**src/rtl/fast_kp_sched.sv**
```systemverilog
// fast_kp_sched: issue scheduler and keypoint collector for the FAST-9 corner
// datapath. Windows are admitted under a credit rule, tagged through a shadow
// pipeline that tracks the fixed datapath latency, and flagged results are
// queued in a keypoint FIFO with a registered head.
// Optional feature macro: FAST_KP_CAP_EN (per-frame keypoint cap of MAX_KP).
module fast_kp_sched #(
  parameter int LATENCY = 6,
  parameter int DEPTH   = 8,
  parameter int COORD_W = 10,
  parameter int MAX_KP  = 1023
) (
  input  logic               i_clk,
  input  logic               i_rst,
  input  logic               i_win_valid,
  output logic               o_win_ready,
  input  logic [COORD_W-1:0] i_win_x,
  input  logic [COORD_W-1:0] i_win_y,
  input  logic               i_win_last,
  input  logic               i_dp_flag,
  input  logic [7:0]         i_dp_score,
  output logic               o_kp_valid,
  input  logic               i_kp_ready,
  output logic [COORD_W-1:0] o_kp_x,
  output logic [COORD_W-1:0] o_kp_y,
  output logic [7:0]         o_kp_score,
  output logic               o_frame_done,
  output logic [10:0]        o_kp_count,
  output logic               o_kp_drop
);

`ifdef FAST_KP_CAP_EN
  localparam bit CAP_EN = 1'b1;
`else
  localparam bit CAP_EN = 1'b0;
`endif

  localparam int PTR_W = (DEPTH > 1) ? $clog2(DEPTH) : 1;
  localparam int CNT_W = $clog2(DEPTH + LATENCY + 1);
  localparam int ENT_W = 2 * COORD_W + 8;
  localparam logic [CNT_W:0] CREDIT_LIM = (CNT_W + 1)'(DEPTH);
  localparam logic [10:0]    KP_CAP     = 11'(MAX_KP);
  localparam logic [10:0]    KP_SAT     = 11'h7FF;

  // Shadow pipeline storage, one entry per datapath stage
  logic               sh_valid_reg [LATENCY];
  logic               sh_last_reg  [LATENCY];
  logic [COORD_W-1:0] sh_x_reg     [LATENCY];
  logic [COORD_W-1:0] sh_y_reg     [LATENCY];
  logic               sh_valid_next[LATENCY];
  logic               sh_last_next [LATENCY];
  logic [COORD_W-1:0] sh_x_next    [LATENCY];
  logic [COORD_W-1:0] sh_y_next    [LATENCY];

  // Credit / FIFO / frame bookkeeping
  logic [CNT_W-1:0] inflight_reg;
  logic [CNT_W-1:0] fifo_count_reg;
  logic [CNT_W-1:0] fifo_count_next;
  logic [CNT_W:0]   credit_used;
  logic [PTR_W-1:0] wr_ptr_reg;
  logic [PTR_W-1:0] rd_ptr_reg;
  logic [PTR_W-1:0] rd_ptr_next;
  logic [ENT_W-1:0] mem [DEPTH];
  logic [ENT_W-1:0] head_reg;
  logic [ENT_W-1:0] push_data;
  logic [10:0]      kp_count_reg;
  logic [10:0]      kp_count_next;
  logic             kp_drop_reg;
  logic             kp_drop_next;

  logic accept;
  logic exit_valid;
  logic exit_flag;
  logic under_cap;
  logic push;
  logic pop;
  logic drop_evt;
  logic frame_done;

  // Every in-flight window is counted as a future keypoint, so the FIFO
  // can never be asked to take more than it holds.
  assign credit_used = {1'b0, fifo_count_reg} + {1'b0, inflight_reg};
  assign o_win_ready = ~i_rst & (credit_used < CREDIT_LIM);
  assign accept      = i_win_valid & o_win_ready;

  // Stage 0 samples the window fields every cycle; only the valid bit
  // decides whether the slot carries a real tag.
  assign sh_valid_next[0] = accept;
  assign sh_last_next[0]  = i_win_last;
  assign sh_x_next[0]     = i_win_x;
  assign sh_y_next[0]     = i_win_y;

  genvar gi;
  generate
    for (gi = 1; gi < LATENCY; gi++) begin : g_shift
      assign sh_valid_next[gi] = sh_valid_reg[gi-1];
      assign sh_last_next[gi]  = sh_last_reg[gi-1];
      assign sh_x_next[gi]     = sh_x_reg[gi-1];
      assign sh_y_next[gi]     = sh_y_reg[gi-1];
    end
  endgenerate

  // Shadow pipeline advances unconditionally, in lockstep with the datapath
  always_ff @(posedge i_clk) begin
    for (int i = 0; i < LATENCY; i++) begin
      if (i_rst) begin
        sh_valid_reg[i] <= 1'b0;
        sh_last_reg[i]  <= 1'b0;
        sh_x_reg[i]     <= '0;
        sh_y_reg[i]     <= '0;
      end else begin
        sh_valid_reg[i] <= sh_valid_next[i];
        sh_last_reg[i]  <= sh_last_next[i];
        sh_x_reg[i]     <= sh_x_next[i];
        sh_y_reg[i]     <= sh_y_next[i];
      end
    end
  end

  // Exit stage: the datapath result lines up with the oldest tag
  assign exit_valid = sh_valid_reg[LATENCY-1];
  assign frame_done = exit_valid & sh_last_reg[LATENCY-1];
  assign exit_flag  = exit_valid & i_dp_flag;
  assign under_cap  = !CAP_EN || (kp_count_reg < KP_CAP);
  assign push       = exit_flag & under_cap;
  assign drop_evt   = exit_flag & ~under_cap;
  assign push_data  = {sh_x_reg[LATENCY-1], sh_y_reg[LATENCY-1], i_dp_score};

  // In-flight tag count: +1 per accept, -1 per tag leaving the exit stage
  always_ff @(posedge i_clk) begin
    if (i_rst) begin
      inflight_reg <= '0;
    end else begin
      inflight_reg <= inflight_reg + CNT_W'(accept) - CNT_W'(exit_valid);
    end
  end

  assign o_kp_valid      = (fifo_count_reg != '0);
  assign pop             = o_kp_valid & i_kp_ready;
  assign rd_ptr_next     = rd_ptr_reg + PTR_W'(pop);
  assign fifo_count_next = fifo_count_reg + CNT_W'(push) - CNT_W'(pop);

  // Keypoint storage array (no reset; contents are qualified by the count)
  always_ff @(posedge i_clk) begin
    if (push) begin
      mem[wr_ptr_reg] <= push_data;
    end
  end

  // FIFO pointers and occupancy; pointers wrap naturally at DEPTH
  always_ff @(posedge i_clk) begin
    if (i_rst) begin
      wr_ptr_reg     <= '0;
      rd_ptr_reg     <= '0;
      fifo_count_reg <= '0;
    end else begin
      wr_ptr_reg     <= wr_ptr_reg + PTR_W'(push);
      rd_ptr_reg     <= rd_ptr_next;
      fifo_count_reg <= fifo_count_next;
    end
  end

  // Registered head: reads the next head slot, bypassing a same-cycle write
  // into that slot (empty FIFO, or last entry popped while a new one lands)
  always_ff @(posedge i_clk) begin
    if (i_rst) begin
      head_reg <= '0;
    end else if (fifo_count_next != '0) begin
      if (push && (wr_ptr_reg == rd_ptr_next)) begin
        head_reg <= push_data;
      end else begin
        head_reg <= mem[rd_ptr_next];
      end
    end
  end

  assign o_kp_x     = head_reg[ENT_W-1 -: COORD_W];
  assign o_kp_y     = head_reg[8 +: COORD_W];
  assign o_kp_score = head_reg[7:0];

  // Per-frame keypoint count and drop flag; a frame end restarts both, with
  // a push in the same cycle counted into the new value
  always_comb begin
    kp_count_next = kp_count_reg;
    kp_drop_next  = kp_drop_reg;
    if (frame_done) begin
      kp_count_next = {10'd0, push};
      kp_drop_next  = drop_evt;
    end else begin
      if (push && (kp_count_reg != KP_SAT)) begin
        kp_count_next = kp_count_reg + 11'd1;
      end
      kp_drop_next = kp_drop_reg | drop_evt;
    end
  end

  // Frame statistics registers
  always_ff @(posedge i_clk) begin
    if (i_rst) begin
      kp_count_reg <= '0;
      kp_drop_reg  <= 1'b0;
    end else begin
      kp_count_reg <= kp_count_next;
      kp_drop_reg  <= kp_drop_next;
    end
  end

  assign o_frame_done = frame_done;
  assign o_kp_count   = kp_count_reg;
  assign o_kp_drop    = kp_drop_reg;

endmodule

```
**config.mk**
```make
export PLATFORM = sky130hd
export DESIGN_NAME = fast_kp_sched
export DESIGN_NICKNAME = d
export VERILOG_FILES = /design/src/rtl/fast_kp_sched.sv
export SDC_FILE = /design/constraint.sdc
export NUM_CORES = 1
export LEC_CHECK = 0
export BUFFER_PORTS_ARGS = -buffer_cell sky130_fd_sc_hd__buf_2
export CAP_MARGIN = 0
export CELL_PAD_IN_SITES_DETAIL_PLACEMENT = 1
export CELL_PAD_IN_SITES_GLOBAL_PLACEMENT = 1
export CORE_UTILIZATION = 35
export CTS_CLUSTER_DIAMETER = 200
export CTS_CLUSTER_SIZE = 20
export DETAILED_ROUTE_END_ITERATION = 7
export GPL_TIMING_DRIVEN = 0
export MAX_ROUTING_LAYER = met4
export PLACE_DENSITY = 0.6
export SLEW_MARGIN = 15
export SYNTH_ARGS = -nofsm -noshare
export SYNTH_HDL_FRONTEND = slang
export SYNTH_SLANG_ARGS = --single-unit
```
**constraint.sdc**
```tcl
create_clock -name i_clk -period 4.3 [get_ports i_clk]
set_input_delay 0.43 -clock i_clk [delete_from_list [all_inputs] [get_ports i_clk]]
set_output_delay 0.43 -clock i_clk [all_outputs]
set_load 0.01 [all_outputs]
```
Yosys cells after proc, flatten, opt, wreduce, memory -nomap -nowiden
Memories as Yosys holds them, arrays and structs flattened. A register that Yosys moved wholly into a read port is not among the register bits.
Index checks and enable logic that the tools add are counted.
W data, S select, Z words.

storage, ports and cells
  output and inout bits = 43
  bits in registers = 25
  logic and storage cells = 87
  bits in writable memories = 356
  memories kept = 5
  input port bits = 34

memories
  name          depth  width  read ports  clocked after memory_dff  write ports  line  text
  mem           8      28     1           1                         1            62    logic [ENT_W-1:0] mem [DEPTH];
  sh_x_reg      6      10     6           0                         6            47    logic [COORD_W-1:0] sh_x_reg [LATENCY];
  sh_y_reg      6      10     6           0                         6            48    logic [COORD_W-1:0] sh_y_reg [LATENCY];
  sh_last_reg   6      1      6           0                         6            46    logic sh_last_reg [LATENCY];
  sh_valid_reg  6      1      6           0                         6            45    logic sh_valid_reg [LATENCY];

operators by class
  muxes and demuxes = 31
  bitwise operators = 30
  $add $sub $neg = 8
  reductions and logical operators = 5
  magnitude comparators = 1
  eq/ne operators = 1

operator list
  kind                     count
  $mux W10                 12
  $or A1 B1 Y1             24
  $mux W1                  19
  $add A11 B1 Y11 const B  1
  $ne A11 B11 Y1 const B   1
  $add A4 B1 Y4            2
  $reduce_bool A4 Y1       2
  $sub A4 B1 Y4            2
  $add A3 B1 Y3            2
  $add A4 B4 Y5            1
  $and A1 B1 Y1            5
  $lt A5 B4 Y1 const B     1
  $reduce_bool A2 Y1       1
  $reduce_or A2 Y1         1
  $logic_and A1 B1 Y1      1
  $not A1 Y1               1

Logic depth before layout (Yosys ltp)
Gate-level depths: netlist (run 1).

  word-level depth = 6
  mapped depth = 15
  mapped depth without buffers = 13

Worst setup path after synthesis (run 1)
Ideal clock, no wire load.

  kind = register to register
  from = reg wr_ptr_reg[2]
  to = mem mem[4][0] (netlist name) (enable)
  stages on the path, launching flop included = 4
  setup time = 494 ps
  data required time = 3,806 ps
  data arrival time = 3,849 ps
  buffers on the path = 2
  clock period less this slack = 4,343 ps
  slack = -43 ps
  path through = dfxtp_1 clkbuf_1 clkbuf_1 nor4b_1

RTL lines
  what                    line  text
  from (decl)             59    logic [PTR_W-1:0] wr_ptr_reg;
  from (signal assigned)  156   wr_ptr_reg <= wr_ptr_reg + PTR_W'(push);
  to (decl)               62

No word-level cell before the write port.

Worst setup path after layout (run 1)
  from = reg fifo_count_reg[2]
  to = reg head_reg[14] (read register of mem)

between the ends
  cells in the longest elaborated chain, start to end = 4
  elaborated cells on any way between the ends = 6
  those cells by class = add/sub (3); bitwise (1); reduce/logical (2)

RTL lines
  what                                                                   line  text
  from (decl)                                                            56    logic [CNT_W-1:0] fifo_count_reg;
  from (signal assigned)                                                 158   fifo_count_reg <= fifo_count_next;
  parallel branches: the longest is 4 deep, another holds $add A4 B1 Y4  --
  to (decl)                                                              63    logic [ENT_W-1:0] head_reg;

Parallel ways; which one is timed is not known.
A chain may end at the register's enable or synchronous reset.

==> impl_metrics.yaml, run 1 <==
layout:
  syn_to_final_growth_pct: 13.45
  num-fill-cells: 4686
  fin_util_pct: 40.55
  multiInputGateArea_um2: 5047
  fin_cells: 1919
  layout_common_cells: "edfxtp_1 (224), dfxtp_1 (185), nor2b_1 (139)"
  post-route-cell-area_um2: 18050
  final_common_cell: "edfxtp_1"
  seq_area_um2: 10430
  antenna_cells: 0
  final_layout_size_suffix_gt1_share_pct: 17.18
  largest_reg_flops: 224
  fin_nets: 1365
pwr:
  ir_drop_uv: 263.7
  powerDensity_nw_per_um2: 553.7
  cellLeakagePower_nw: 6.004
route:
  initialDrtViolationCount: 497
  met1_length_um: 18970
  highest_layer: "met4"
  vias: 9897
  ant_nets: 0
  firstDrtPassIters: 6
  wl_met2_um: 20410
  routedWlPerCell_um: 21.78
  vias_per_cell: 5.157
  wl_met3_um: 1469
  drc_errors: 0
  routed_wirelength_um: 41800
timing:
  fin_tns_setup_ns: 0
  clock.fmax_mhz: 267.9
  rsz0062_at_grt: "no"
  hold_violations: 0
  fin_crit_sh_pct: 86.81
  setup_viol: 0
  clock_skew_ns: 0.01794
  fin_crit_ns: 3.733
  worst_pin_slew_ns: 0.9032
  slew_violations: 0
  slew_headroom_pct: 39.57
placed_design:
  gp_congestion: 0.8428
  dp_cells: 1878
  io_buffers: 75
  dp_hpwl_um: 29310
  dpl_cell_area_um2: 17360
flow_run:
  maxCapViolCount: 0
synthesis:
  synth_area_leaders: "edfxtp_1 (42%), dfxtp_1 (23%), nor2b_1 (5.5%)"
  yosysTopAreaCellShare_pct: 42.28
  syn_area_um2: 15910
  syn_avg_cell_area_um2: 13.46
  ys_warn_count: 0
  netlist_instances: 1182
  yosysTopAreaCell: "edfxtp_1"
  ys_types: 47
  synth_seq_cells: 409
  ys_seq_area_share_pct: 65.56
  syn-num-nets: 1235
critical_path:
  end_kind: "flip-flop"
  cp.arrival_ns: 4.22
  cp.required_ns: 4.79
  worstPathMaxFanout: 10
  start_kind: "flip-flop"
  critical_path_class: "reg2reg"
run_status:
  status: "completed"
global_route:
  grt.total_usage_pct: 18.55
  grt_pass1_wl_um: 63140
  grt_pass1_vias: 10190
  gr-total-overflow: 0
  grt_max_degree: 22
  antenna_found_initial: 0
floorplan:
  rows: 77
  design.core.area_um2: 44510
  design.die.area_um2: 46310
  die_h_um: 215.2
  initial_core_util_pct: 35.74
  io-pin-count: 77
  die_w_um: 215.2
clock_network:
  worstSkewPairLatency_ns: 0.57
  hold_buffers: 0
  cts_buffers: 24
  cts_root_buffer: "clkbuf_16"
  cts.sinks: 409
  clk_path_buf_depth: 3
  cts_post_setup_buffers_inserted: 0
  cts_tree: "done"
  htreeDepth: 1
  cts.repair.resized: 0
  clk_pin_slew_ns: 0.09
min_path:
  min_path_type: "in2reg"
## cells by family after synthesis
logic type,count (synthesis),share of synthesized area (%)
compound gates,157,8.211
xor+xnor,14,0.7708
fa+ha+maj,19,1.589
buf+inv,105,3.051
flops,409,65.56
mux,86,7.613
other cells,1,0.02357
simple gates,391,13.18
## worst max-delay path, cell delays in order (launching register included)
cell	delay, ns
dfxtp_1	0.36
inv_1	0.07
ha_1	0.19
nand2_1	0.07
and2_1	0.19
ha_1	0.24
inv_1	0.06
ha_1	0.16
inv_1	0.06
fa_1	0.38
xor2_1	0.17
nand3b_1	0.12
clkbuf_1	0.63
clkbuf_1	0.56
nor3_1	0.13
a311oi_2	0.26
## synthesized netlist by cell type, drive strengths merged
| library cell | instances |
|---|---|
| xor2 | 6 |
| o211ai | 28 |
| conb | 1 |
| a21oi | 34 |
| or2 | 1 |
| nand4 | 2 |
| a31oi | 29 |
| mux4 | 28 |
| dfxtp | 185 |
| inv | 15 |
| o21ai | 3 |
| a31o | 1 |
| nor3b | 2 |
| edfxtp | 224 |
| ha | 17 |
| buf | 38 |
| nand2 | 68 |
| nand3b | 1 |
| a41oi | 1 |
| and3 | 1 |
| or4 | 1 |
| nor3 | 35 |
| o2bb2ai | 1 |
| and2 | 2 |
| nor2 | 18 |
| a21o | 2 |
| clkbuf | 52 |
| nor4b | 1 |
| mux2i | 58 |
| fa | 2 |
| a32o | 28 |
| or3 | 3 |
| nor4 | 1 |
| nand3 | 87 |
| nor2b | 139 |
| a311oi | 28 |
| o41ai | 2 |
| xnor2 | 8 |
| nand2b | 29 |
## worst paths after layout
| kind | start | end | slack [ns] | depth (start not counted) |
|---|---|---|---|---|
| worst min-delay path | i_win_last | sh_last_reg[0]$_SDFF_PP0_ | 0.07 | 2 |
| worst min register to register | sh_x_reg[2][9]$_SDFF_PP0_ | sh_x_reg[3][9]$_SDFF_PP0_ | 0.43 | 1 |
| worst max-delay path | fifo_count_reg[2]$_SDFF_PP0_ | head_reg[14]$_SDFFE_PP0P_ | 0.57 | 15 |
| worst max register to register | fifo_count_reg[2]$_SDFF_PP0_ | head_reg[14]$_SDFFE_PP0P_ | 0.57 | 15 |
## area by class of cell
cell class | count | area share [%]
multi-input cells | 668 | 27.97
inverters | 15 | 0.3120
clock inverters | 2 | 0.1802
repair buffers | 104 | 3.633
flip-flops and latches | 409 | 57.79
clock buffers | 39 | 3.640
well taps | 592 | 4.104
plain buffers | 90 | 2.378
## report_power, final
group / leakage, nW / switching, mW / total [mW] / internal (mW)
clock: 0.327 / 1.28 / 2.34 / 1.06
combinational: 2.22 / 2.00 / 3.22 / 1.22
sequential: 3.46 / 0.149 / 4.43 / 4.28
## layer usage
layer | GRT usage [%] | vias up
met5 | - | -
met4 | 4.397 | 0
met3 | 2.137 | 61
met2 | 31.13 | 214
met1 | 23.94 | 5017
li1 | - | 4605
## stage by stage
stage	total power, mW	hold slack, ns	worst slack [ns]
after global placement	7.749	0.4153	-3.192
after floorplan	6.623	0.4138	0.3883
after detailed placement	7.784	0.4239	0.5369
after global routing	10.47	0.03845	0.3358
after CTS	10.14	0.03253	0.5682
final	9.994	0.06879	0.5670
Note: power is estimated with default switching activity, not from simulation.
==> inputs of run 2 (changes only) <==
CORE_ASPECT_RATIO = 0.5   (was default)
CTS_BUF_LIST = sky130_fd_sc_hd__clkbuf_4   (was default)
==> impl_metrics.yaml, run 2 (same netlist as run 1, synthesis figures left out) <==
floorplan:
  die_h_um: 152.8
  design.die.area_um2: 46360
  rows: 54
  initial_core_util_pct: 36.00
  die_w_um: 303.5
  io-pin-count: 77
  design.core.area_um2: 44190
pwr:
  seqPwrFrac_pct: 47.0
  cellLeakagePower_nw: 6.009
  internal-power_mw: 6.014
  switching_power_mw: 3.374
  total_power_mw: 9.388
  swShare_pct: 35.94
  clock_power_share_pct: 17.6
  powerDensity_nw_per_um2: 521.5
  ir_drop_uv: 392.4
  combPwrFrac_pct: 35.4
route:
  drc_errors: 0
  highest_layer: "met4"
  wl_met3_um: 2177
  met1_length_um: 20540
  vias_per_cell: 5.238
  initialDrtViolationCount: 859
  routed_wirelength_um: 43590
  wl_met2_um: 20140
  routedWlPerCell_um: 22.37
  ant_nets: 0
  vias: 10200
  firstDrtPassIters: 5
layout:
  layout_common_cells: "edfxtp_1 (224), dfxtp_1 (185), nor2b_1 (139)"
  final_layout_size_suffix_gt1_share_pct: 17.95
  num-fill-cells: 4642
  fin_util_pct: 40.74
  final_common_cell: "edfxtp_1"
  fin_nets: 1396
  largest_reg_flops: 224
  syn_to_final_growth_pct: 13.16
critical_path:
  end_kind: "flip-flop"
  cp.arrival_ns: 4.49
  ff2ff_path_depth: 15
  cp.required_ns: 5.00
  start_kind: "flip-flop"
  critical_path_class: "reg2reg"
  worstPathMaxFanout: 10
timing:
  rsz0062_at_grt: "no"
  slew_violations: 0
  final.setup.worst_slack_ns: 0.5112
  worst_pin_slew_ns: 0.9474
  fin_crit_sh_pct: 88.11
  clock.fmax_mhz: 263.9
  fin_crit_ns: 3.789
  hold_violations: 0
  clock_skew_ns: 0.04916
  slew_headroom_pct: 36.61
  fin_tns_setup_ns: 0
  setup_viol: 0
global_route:
  antenna_found_initial: 1
  grt_pass1_vias: 10790
  grt_pass1_wl_um: 66430
  grt.total_usage_pct: 19.56
  gr-total-overflow: 0
  grt_max_degree: 22
flow_run:
  maxCapViolCount: 0
placed_design:
  dp_hpwl_um: 30270
  io_buffers: 75
  gp_congestion: 0.8439
  dp_slack_ns: 0.5086
clock_network:
  worstSkewPairLatency_ns: 0.81
  cts.sinks: 409
  clk_path_buf_depth: 3
  cts_root_buffer: "clkbuf_4"
  clk_pin_slew_ns: 0.22
  cts_tree: "done"
  cts_post_setup_buffers_inserted: 0
  cts_buffers: 24
  htreeDepth: 1
  cts.repair.resized: 0
min_path:
  min_path_type: "in2reg"
  whs_path_depth: 4
run_status:
  status: "completed"
## run 2: cell count changes in the layout (fill, tap and decap cells not counted), sizes merged
cell and delta:
diode +1, bufinv +1, clkbuf +1, dlygate4sd3 +31
clkinv -1
## run 2: final cells by class
type / instances / area [µm²] / area share (%)
multi-input combinational: 668 / 5047 / 28.04
clock buffer: 40 / 300.3 / 1.668
tap: 588 / 735.7 / 4.087
timing repair buffer: 135 / 954.7 / 5.303
buffer: 90 / 429.2 / 2.384
clock inverter: 2 / 46.29 / 0.2572
inverter: 15 / 56.30 / 0.3128
sequential: 409 / 10430 / 57.94
antenna: 1 / 2.502 / 0.01390
## run 2: power groups by stage
stage               clock (mW)  sequential [mW]  combinational [mW]
floorplan                    0             4.51                2.11
global placement             0             4.50                3.24
detailed placement           0             4.51                3.30
CTS                       1.72             4.42                3.34
global route              1.85             4.44                3.56
finish                    1.65             4.41                3.32
## run 2: stage by stage
step	hold WS, ns	cell area (µm²)	cells
6_report	0.1110	18000	1948
5_1_grt	0.07858	18000	1948
4_1_cts	0.05162	18000	1947
3_5_place_dp	0.4247	17340	1874
3_3_place_gp	0.4184	17030	1845
2_1_floorplan	0.4138	15920	1182
## run 2: worst paths after layout
check | from | end | slack [ns]
max | fifo_count_reg[2]$_SDFF_PP0_ | head_reg[24]$_SDFFE_PP0P_ | 0.51
min reg2reg | sh_y_reg[3][4]$_SDFF_PP0_ | sh_y_reg[4][4]$_SDFF_PP0_ | 0.43
min | i_rst | sh_valid_reg[0]$_SDFF_PP0_ | 0.11
max reg2reg | fifo_count_reg[2]$_SDFF_PP0_ | head_reg[24]$_SDFFE_PP0P_ | 0.51
## run 2: metal layers
| metal | vias to the layer above | global-route usage [%] |
|---|---|---|
| li1 | 4677 | - |
| met5 | - | - |
| met3 | 48 | 2.894 |
| met4 | 0 | 4.048 |
| met1 | 5235 | 27.13 |
| met2 | 243 | 30.36 |
## run 2: worst max-delay path: stages, from the launching register on
cell	delay, ns
dfxtp_1	0.40
inv_1	0.07
ha_1	0.19
nand2_1	0.07
and2_1	0.19
ha_1	0.25
inv_1	0.06
ha_1	0.16
inv_1	0.06
fa_1	0.38
xor2_1	0.18
nand3b_1	0.15
clkbuf_1	0.52
clkbuf_1	0.57
nor3_1	0.14
a311oi_2	0.28
## run 2: what timing repair did
action                                  4_1_cts  5_1_grt
endpoints found under the setup margin        0        0
hold buffers                                 31        0
endpoints found under the hold margin        87        0
==> inputs of run 3 (changes only) <==
CELL_PAD_IN_SITES_DETAIL_PLACEMENT = default   (was 1)
CELL_PAD_IN_SITES_GLOBAL_PLACEMENT = default   (was 1)
PLACE_DENSITY = 0.52   (was 0.6)
==> impl_metrics.yaml, run 3 (same netlist as run 1, synthesis figures left out) <==
run_status:
  status: "completed"
timing:
  setup_viol: 0
  slew_headroom_pct: 37.16
  clock.fmax_mhz: 268.8
  fin_crit_sh_pct: 86.52
  slew_violations: 0
  worst_pin_slew_ns: 0.9391
  rsz0062_at_grt: "no"
  fin_crit_ns: 3.720
  clock_skew_ns: 0.05865
  hold_violations: 0
critical_path:
  worstPathMaxFanout: 10
  critical_path_class: "reg2reg"
  cp_slowest_cell: "clkbuf_1"
  start_kind: "flip-flop"
  slowest_delay_ns: 0.56
  cp.required_ns: 5.03
  end_kind: "flip-flop"
  cp.arrival_ns: 4.45
  path_cells: "inv_1 -> ha_1 -> nand2_1 -> and2_1 -> ha_1 -> inv_1 -> ha_1 -> inv_1 -> fa_1 -> xor2_1 -> nand3b_1 -> clkbuf_1 -> clkbuf_1 -> nor3_1 -> a311oi_2"
placed_design:
  gp_congestion: 0.8621
  io_buffers: 75
  dp_hpwl_um: 27760
route:
  met1_length_um: 18430
  routed_wirelength_um: 39730
  initialDrtViolationCount: 904
  firstDrtPassIters: 5
  ant_nets: 0
  wl_met2_um: 17930
  highest_layer: "met4"
  routedWlPerCell_um: 20.40
  vias_per_cell: 5.176
  drc_errors: 0
  wl_met3_um: 2461
  vias: 10080
floorplan:
  rows: 54
  design.core.area_um2: 44190
  initial_core_util_pct: 36.00
  die_w_um: 303.5
  io-pin-count: 77
  die_h_um: 152.8
  design.die.area_um2: 46360
pwr:
  powerDensity_nw_per_um2: 516.3
  ir_drop_uv: 300.6
  total_power_mw: 9.284
  cellLeakagePower_nw: 6.000
global_route:
  grt.total_usage_pct: 17.64
  grt_pass1_wl_um: 60420
  grt_pass1_vias: 10120
  grt_max_degree: 22
  gr-total-overflow: 0
  antenna_found_initial: 3
layout:
  syn_to_final_growth_pct: 13.03
  largest_reg_flops: 224
  layout_common_cells: "edfxtp_1 (224), dfxtp_1 (185), nor2b_1 (139)"
  final_common_cell: "edfxtp_1"
  final_layout_size_suffix_gt1_share_pct: 17.89
  fin_nets: 1395
  num-fill-cells: 4158
  fin_util_pct: 40.70
clock_network:
  worstSkewPairLatency_ns: 0.80
  cts_tree: "done"
  cts.sinks: 409
  htreeDepth: 1
  cts.repair.resized: 0
  clk_path_buf_depth: 3
  cts_buffers: 24
  clk_pin_slew_ns: 0.21
  cts_root_buffer: "clkbuf_4"
flow_run:
  maxCapViolCount: 0
min_path:
  min_path_type: "in2reg"
==> run 3: layout make-up <==
class                      instances  area [µm²]  area share, %
multi-input combinational        668        5047          28.07
antenna                            2       5.005        0.02783
inverter                          15       56.30         0.3131
clock inverter                     2       46.29         0.2574
tap                              588       735.7          4.091
clock buffer                      40       300.3          1.670
buffer                            90       429.2          2.387
timing repair buffer             134       932.1          5.184
sequential                       409       10430          58.00
==> run 3: stage by stage <==
stage	cell area, µm²	instances	hold slack (ns)	setup WS (ns)	TNS, ns
finish	17980	1948	0.1670	0.5797	0
global route	17980	1948	0.08947	0.3309	0
CTS	17980	1946	0.07341	0.5552	0
detailed placement	17320	1873	0.4204	0.5629	0
global placement	17030	1845	0.4173	-2.926	-301.37
floorplan	15920	1182	0.4138	0.3883	0
==> run 3: where the power goes <==
| part | total, mW | switching, mW | internal [mW] |
|---|---|---|---|
| Combinational | 3.24 | 1.99 | 1.24 |
| Clock | 1.63 | 1.15 | 0.482 |
| Sequential | 4.41 | 0.125 | 4.29 |
| Total | 9.28 | 3.27 | 6.01 |
==> run 3: worst paths after layout <==
kind                                                   start  cells after the start                    endpoint  slack, ns
worst max register to register  fifo_count_reg[2]$_SDFF_PP0_                     15    head_reg[6]$_SDFFE_PP0P_       0.58
worst max-delay path            fifo_count_reg[2]$_SDFF_PP0_                     15    head_reg[6]$_SDFFE_PP0P_       0.58
worst min register to register    sh_valid_reg[4]$_SDFF_PP0_                      1  sh_valid_reg[5]$_SDFF_PP0_       0.43
worst min-delay path                                   i_rst                      4  sh_valid_reg[0]$_SDFF_PP0_       0.17
==> run 3: worst max-delay path: cells and delay by family, from the launching register on <==
| family | cells | cell delay, ns |
|---|---|---|
| xor+xnor | 1 | 0.18 |
| buf+inv | 5 | 1.30 |
| fa+ha+maj | 4 | 1.01 |
| simple gates | 4 | 0.54 |
| flops | 1 | 0.39 |
| compound gates | 1 | 0.28 |
==> run 3: what timing repair did <==
| item | CTS | global route |
|---|---|---|
| setup buffers | 0 | 0 |
| hold buffers | 31 | 0 |
| hold endpoints to repair | 87 | 0 |
==> run 3: layer usage <==
layer / vias to the layer above / global-route usage [%]
met3: 80 / 2.466
met2: 364 / 26.98
met1: 4979 / 24.49
met5: - / -
met4: 0 / 4.738
li1: 4659 / -
